<file path="config.mk">
export PLATFORM = sky130hd
export DESIGN_NAME = mem_port_arbiter
export DESIGN_NICKNAME = d
export VERILOG_FILES = /design/src/rtl/mem_port_arbiter.sv
export SDC_FILE = /design/constraint.sdc
export NUM_CORES = 1
export LEC_CHECK = 0
export BUFFER_PORTS_ARGS = -buffer_cell sky130_fd_sc_hd__buf_4
export CAP_MARGIN = 20
export CORE_ASPECT_RATIO = 1.1
export CORE_MARGIN = 2
export CORE_UTILIZATION = 53
export CTS_CLUSTER_SIZE = 30
export DETAILED_ROUTE_END_ITERATION = 10
export PLACE_DENSITY = 0.95
export SLEW_MARGIN = 10
export SYNTH_ARGS = -nofsm -noshare
export SYNTH_HDL_FRONTEND = slang
export SYNTH_SLANG_ARGS = --single-unit
</file>
<file path="constraint.sdc">
create_clock -name clk_i -period 4.8 [get_ports clk_i]
set_clock_uncertainty 0.1 [all_clocks]
set_input_delay 0.72 -clock clk_i [delete_from_list [all_inputs] [get_ports clk_i]]
set_output_delay 0.72 -clock clk_i [all_outputs]
set_load 0.02 [all_outputs]
</file>
<file path="src/rtl/mem_port_arbiter.sv">
// Sequencing controller in front of a single-port word BRAM: arbitrates fetch and
// data requesters, turns partial-word stores into read-modify-write, drives active-low strobes.
module mem_port_arbiter #(
    parameter int WORDS      = 10,
    parameter int DATA_WIDTH = 32,
    parameter int ADDR_WIDTH = WORDS + 2
) (
    input  logic                    clk_i,
    input  logic                    reset_i,
    input  logic                    if_req_i,
    input  logic [ADDR_WIDTH-1:0]   if_addr_i,
    output logic                    if_ready_o,
    output logic                    if_rsp_o,
    input  logic                    d_req_i,
    input  logic                    d_we_i,
    input  logic [DATA_WIDTH/8-1:0] d_be_i,
    input  logic [ADDR_WIDTH-1:0]   d_addr_i,
    input  logic [DATA_WIDTH-1:0]   d_wdata_i,
    output logic                    d_ready_o,
    output logic                    d_rsp_o,
    output logic [DATA_WIDTH-1:0]   rsp_data_o,
    output logic                    busy_o,
    output logic [WORDS-1:0]        mem_addr_o,
    output logic [DATA_WIDTH-1:0]   mem_data_o,
    input  logic [DATA_WIDTH-1:0]   mem_data_i,
    output logic                    mem_rd_o,
    output logic                    mem_wr_o
);
    localparam int BE_WIDTH = DATA_WIDTH / 8;

    typedef enum logic [1:0] {
        IDLE = 2'd0,
        RD   = 2'd1,
        WR   = 2'd2
    } state_t;

    state_t                  state_r;
    state_t                  state_nxt_s;
    logic [WORDS-1:0]        addr_r;
    logic                    port_d_r;
    logic                    we_r;
    logic [BE_WIDTH-1:0]     be_r;
    logic [DATA_WIDTH-1:0]   wdata_r;
    logic                    wr_en_r;
    logic                    last_d_r;
    logic [DATA_WIDTH-1:0]   mem_data_r;
    logic [DATA_WIDTH-1:0]   rsp_data_r;
    logic                    if_rsp_r;
    logic                    d_rsp_r;
    logic                    grant_if_s;
    logic                    grant_d_s;
    logic                    unused_s;

    // Lane-wise merge: enabled lanes from the new word, the rest from the old word.
    function automatic logic [DATA_WIDTH-1:0] merge_lanes(
        input logic [DATA_WIDTH-1:0] old_word,
        input logic [DATA_WIDTH-1:0] new_word,
        input logic [BE_WIDTH-1:0]   be
    );
        logic [DATA_WIDTH-1:0] res;
        res = old_word;
        for (int n = 0; n < BE_WIDTH; n++) begin
            res[8*n +: 8] = be[n] ? new_word[8*n +: 8] : old_word[8*n +: 8];
        end
        return res;
    endfunction

    assign unused_s = ^{if_addr_i[1:0], d_addr_i[1:0]};

    // Round-robin grant, only offered in IDLE and never while reset is held.
    always_comb begin
        grant_if_s = 1'b0;
        grant_d_s  = 1'b0;
        if (reset_i || (state_r != IDLE)) begin
            grant_if_s = 1'b0;
            grant_d_s  = 1'b0;
        end else if (d_req_i && (!if_req_i || !last_d_r)) begin
            grant_d_s = 1'b1;
        end else if (if_req_i) begin
            grant_if_s = 1'b1;
        end else begin
            grant_if_s = 1'b0;
            grant_d_s  = 1'b0;
        end
    end

    // Next-state decode: partial stores take the read leg first.
    always_comb begin
        state_nxt_s = state_r;
        case (state_r)
            IDLE: begin
                if (grant_if_s) begin
                    state_nxt_s = RD;
                end else if (grant_d_s) begin
                    if (!d_we_i) begin
                        state_nxt_s = RD;
                    end else if ((d_be_i == {BE_WIDTH{1'b1}}) || (d_be_i == {BE_WIDTH{1'b0}})) begin
                        state_nxt_s = WR;
                    end else begin
                        state_nxt_s = RD;
                    end
                end else begin
                    state_nxt_s = IDLE;
                end
            end
            RD: begin
                if (port_d_r && we_r) begin
                    state_nxt_s = WR;
                end else begin
                    state_nxt_s = IDLE;
                end
            end
            WR:      state_nxt_s = IDLE;
            default: state_nxt_s = IDLE;
        endcase
    end

    // State, latched request fields, write data and response pulses.
    always_ff @(posedge clk_i) begin
        if (reset_i) begin
            state_r    <= IDLE;
            addr_r     <= {WORDS{1'b0}};
            port_d_r   <= 1'b0;
            we_r       <= 1'b0;
            be_r       <= {BE_WIDTH{1'b0}};
            wdata_r    <= {DATA_WIDTH{1'b0}};
            wr_en_r    <= 1'b0;
            last_d_r   <= 1'b0;
            mem_data_r <= {DATA_WIDTH{1'b0}};
            rsp_data_r <= {DATA_WIDTH{1'b0}};
            if_rsp_r   <= 1'b0;
            d_rsp_r    <= 1'b0;
        end else begin
            state_r  <= state_nxt_s;
            if_rsp_r <= 1'b0;
            d_rsp_r  <= 1'b0;
            case (state_r)
                IDLE: begin
                    if (grant_if_s || grant_d_s) begin
                        last_d_r <= grant_d_s;
                        port_d_r <= grant_d_s;
                        addr_r   <= grant_d_s ? d_addr_i[ADDR_WIDTH-1:2] : if_addr_i[ADDR_WIDTH-1:2];
                        we_r     <= grant_d_s && d_we_i;
                        be_r     <= d_be_i;
                        wdata_r  <= d_wdata_i;
                        // An all-zero mask still walks through WR, but without a strobe.
                        wr_en_r  <= grant_d_s && d_we_i && (d_be_i != {BE_WIDTH{1'b0}});
                        if (grant_d_s && d_we_i) begin
                            mem_data_r <= d_wdata_i;
                        end
                    end
                end
                RD: begin
                    if (port_d_r && we_r) begin
                        mem_data_r <= merge_lanes(mem_data_i, wdata_r, be_r);
                    end else begin
                        rsp_data_r <= mem_data_i;
                        if_rsp_r   <= !port_d_r;
                        d_rsp_r    <= port_d_r;
                    end
                end
                WR:      d_rsp_r <= 1'b1;
                default: d_rsp_r <= 1'b0;
            endcase
        end
    end

    assign if_ready_o = grant_if_s;
    assign d_ready_o  = grant_d_s;
    assign if_rsp_o   = if_rsp_r;
    assign d_rsp_o    = d_rsp_r;
    assign rsp_data_o = rsp_data_r;
    assign busy_o     = (state_r != IDLE);
    assign mem_addr_o = addr_r;
    assign mem_data_o = mem_data_r;
    assign mem_rd_o   = (state_r != RD);
    assign mem_wr_o   = !((state_r == WR) && wr_en_r);

endmodule

</file>
Word level (Yosys, flattened, before mapping)
Cells that the tools add are included.

word-level totals
  input port bits = 97
  register bits = 117
  logic and storage cells = 63
  output and inout port bits = 81

operators by class
  bitwise gates (word level) = 2
  multiplexer cells = 22
  equality and inequality tests = 7
  reduce and logical (&&, ||, !) cells = 21

operators by type and width
  kind                  number
  $mux W32              3
  $pmux W32 S2          1
  $mux W8               4
  $mux W10              1
  $mux W2               5
  $mux W1               6
  $ne A2 B2 Y1 const B  3
  $logic_and A1 B1 Y1   5
  $eq A4 B4 Y1 const B  1
  $logic_not A4 Y1      1
  $logic_or A1 B1 Y1    4
  $pmux W2 S2           1
  $reduce_and A2 Y1     2
  $reduce_and A4 Y1     1
  $reduce_bool A2 Y1    2
  $reduce_bool A4 Y1    1
  $logic_not A1 Y1      3
  $reduce_or A3 Y1      1
  $eq A2 B1 Y1 const B  1
  $eq A2 B2 Y1 const B  1
  $logic_not A2 Y1      1
  $ne A2 B1 Y1 const B  1
  $not A1 Y1            2
  $pmux W1 S2           1

Longest topological paths before layout
  depth after elaboration = 9
  mapped depth = 8

Least setup slack after synthesis
OpenSTA, ideal clock, no wires.

  path kind = input -> output
  from = input reset_i
  to = output if_ready_o
  setup slack = 2.503 ns
  stages = 5
  buffers on the path = 2
  arrival = 1.477 ns
  path through = buf_4 > nor2b_4 > nand3_1 > buf_2 > inv_1

on the way
  word-level cells in the longest chain between the ends = 2

ends and longest elaborated chain
  item                line  text
  start: declaration  9     input logic reset_i,
  $logic_or A1 B1 Y1  74    if (reset_i || (state_r != IDLE)) begin
  $mux W1             74
  end: declaration    12    output logic if_ready_o,

No other way between the ends.

Final worst setup path
  from = register state_r[0]
  to = output d_ready_o

on the way
  word-level cells in the longest chain between the ends = 3

ends and longest elaborated chain
  item                      line  text
  start: declaration        37    state_t state_r;
  start signal: assignment  134   state_r <= state_nxt_s;
  $reduce_bool A2 Y1        74
  $logic_or A1 B1 Y1        74
  $mux W1                   74
  end: declaration          19    output logic d_ready_o,

No other way between the ends.

==> results.yml <==
outcome:
  status: "complete, no violations"
pwr:
  vdd_ir_drop_max_v: 0.000220
  p_seq_share_pct: 38.1
  clkPwrFrac_pct: 46.5
  power_switching_w: 0.000768
  powerDensity_nw_per_um2: 412
  switching_share_pct: 27.1
  power.internal_w: 0.00206
  p_comb_share_pct: 15.5
  p_leak_nw: 2.81
die:
  core_region_area_um2: 8960
  die_area_um2: 10100
  ioPinCount: 178
  rows: 36
  die-width_um: 96.0
  die_h_um: 105
  initial_core_util_pct: 55.0
timing:
  tightestPinTransition_ns: 1.11
  period_share_pct: 59.2
  fmax_mhz: 352
  finalWorstSetupSlack_ns: 1.96
  period_needed_ns: 2.84
  setup_violations: 0
  rsz0062_at_grt: "false"
  final-max-slew-violation-count: 0
  hold_viol: 0
  tns_ns: 0
  slew-limit-headroom_pct: 25.9
grt:
  grtUsageMet2_pct: 51.1
  grt_usage_pct: 30.1
  grtUsageMet3_pct: 8.94
  antenna_found_initial: 0
  grt_pass1_vias: 5081
  grt_max_degree: 118
  top_usage_layer: "met2"
  grtUsageMet1_pct: 34.6
  grt.overflow.total: 0
  grt_pass1_wl_mm: 24.0
critical_path:
  slowest_delay_ns: 0.32
  critPathMaxFanout: 12
  reg2reg_from: "state_r[1]"
  endpoint: "d_ready_o"
  reg2regPathDepth: 7
  cp.depth: 6
  reg2reg_slack_ns: 2.31
  critPathBufInv: 3
  cp_data_arrival_time_ns: 2.02
  required_ns: 3.98
  cp-start-kind: "flip-flop"
  path_class: "reg2out"
  r2r_end: "mem_data_o[12]"
  critPathCaptureType: "output port"
  startpoint: "state_r[0]"
  slowest_stage: "dfxtp_1"
  critPathMostFrequentCell: "inv_1"
  path_delay_family: "simple AND/OR/NAND/NOR gates"
  worstPathCellList: "inv_1 > ha_1 > nor2b_4 > nand2_1 > inv_1 > buf_4"
yosys:
  synth_top_area_cell: "dfxtp_1"
  synth.area.top_cells: "dfxtp_1 47%, nand2_1 13%, a21oi_1 10%"
  synth_common_cells: "174 x nand2_1, 117 x dfxtp_1, 100 x a21oi_1"
  synthCells: 615
  ys_types: 35
  dominantRegCellSynth: "dfxtp_1"
  syn_area_per_cell_um2: 8.02
  synth_seq_cells: 117
  ys_seq_area_share_pct: 47.5
  synth_fp_nets: 715
  synth_warnings: 0
  synthesis.area_um2: 4930
  synth-edff-count: 0
  async_flop_share_pct: 0
  synth.top_cell.area_share_pct: 47.5
  yosysMostFrequentCell: "nand2_1"
routing:
  drc: 0
  wl_per_cell_um: 17.3
  first_pass_iters: 5
  drt_iter0_markers: 383
  drtAntennaViolNets: 0
  routed_wl_mm: 15.3
  via_per_inst: 5.82
  vias: 5168
placed_design:
  dpl_cell_area_um2: 6210
  gp_congestion: 0.802
  port_buffers: 173
  hpwl_mm: 9.92
  place_inst: 855
  preCtsSetupSlack_ns: 2.22
clocking:
  cts_hold_buf: 0
  cts.path.max_buffers: 2
  clk_latency_ns: 0.50
  cts_made_buffers: 17
  cts_tree: "built"
  clkTransAtPathRegs_ns: 0.06
  postCtsSetupRepairBufs: 0
  post_cts_resized: 0
  clock_sinks: 117
  htree_levels: 4
  clock-root-buffer: "clkbuf_8"
finish:
  antenna_cells: 0
  nets: 861
  drive_gt1_share_pct: 28.9
  final_cells: 888
  syn_to_final_growth_pct: 39.1
  final_area_um2: 6860
flow_run:
  maxCapViolCount: 0
hold_path:
  hp-class: "reg2reg"
-- cell families (layout without fill, tap and decap cells) --
group	Yosys count	count (layout)	share of synthesized area (%)
flip-flops	117	117	47.5
buffers and inverters	60	219	5.43
adder cells (fa/ha/maj)	3	3	0.761
AND/OR/NAND/NOR	229	229	18.9
multiplexers	32	32	6.49
AO/OA/AOI/OAI	174	174	20.9
-- worst reg2reg max path, cell delays in order, from the launching register on --
cell	delay, ns
dfxtp_1	0.31
inv_1	0.08
ha_2	0.28
inv_2	0.10
a21oi_4	0.84
buf_4	0.39
o21ai_0	0.14
a21oi_1	0.18
-- sequential cells by signal, indices dropped and copies added, names as in the netlist --
signal / cells
d_rsp_o: 1
we_r: 1
if_rsp_o: 1
rsp_data_o: 32
mem_data_o: 32
state_r: 2
mem_addr_o: 10
be_r: 4
wr_en_r: 1
last_d_r: 1
wdata_r: 32
-- metrics by stage --
step	power, W	utilization (%)	hold WS [ns]
global placement	0.00150	69.1	0.341
CTS	0.00283	76.3	0.350
finish	0.00283	76.6	0.357
global route	0.00293	76.6	0.350
floorplan	0.00133	-	0.336
detailed placement	0.00152	69.3	0.348
-- cell type report --
| cell class | count | area [um2] |
|---|---|---|
| clock buffer | 18 | 418 |
| clock inverter | 14 | 203 |
| fill | 606 | 2100 |
| inverter | 7 | 26.3 |
| multi-input combinational | 438 | 2350 |
| sequential | 117 | 2340 |
| tap | 114 | 143 |
| timing repair buffer | 180 | 1380 |
-- per-layer routing --
layer	share of wire, %	wire length, um	vias up
met3	8.6	1320	32
met2	52	7910	283
met4	2.7	412	0
met1	37	5700	2430
met5	0	0	-
li1	-	-	2423
-- layout by cell type (no fill, tap or decap), types with 4 or more instances in the layout --
master,synthesis,layout
inv_1,5,5
nand2_1,174,173
nor2_1,33,33
clkbuf_16,0,16
o2111ai_1,32,32
dfxtp_1,117,117
mux2i_1,32,32
a21oi_1,100,100
o21ai_1,5,4
nor4_1,10,10
clkinv_4,0,4
buf_4,6,178
bufinv_16,0,4
o21ai_0,28,28
-- worst min-delay path by stage --
stage	from	slack [ns]	cells past startpoint	to
6_report	rsp_data_o[25]	0.36	2	rsp_data_o[25]
5_1_grt	d_wdata_i[30]	0.35	3	wdata_r[30]
4_1_cts	d_we_i	0.35	2	state_r[0]
3_5_place_dp	rsp_data_o[25]	0.35	2	rsp_data_o[25]
3_3_place_gp	wdata_r[21]	0.34	2	wdata_r[21]
2_1_floorplan	wdata_r[0]	0.34	2	wdata_r[0]
-- power by group through the flow --
stage	combinational (W)	sequential (W)	clock [W]
6_report	0.000437	0.00108	0.00132
5_1_grt	0.000471	0.00108	0.00137
4_1_cts	0.000433	0.00108	0.00132
3_5_place_dp	0.000428	0.00110	0
3_3_place_gp	0.000410	0.00109	0
2_1_floorplan	0.000202	0.00113	0
(Power assumes the default switching activity.)
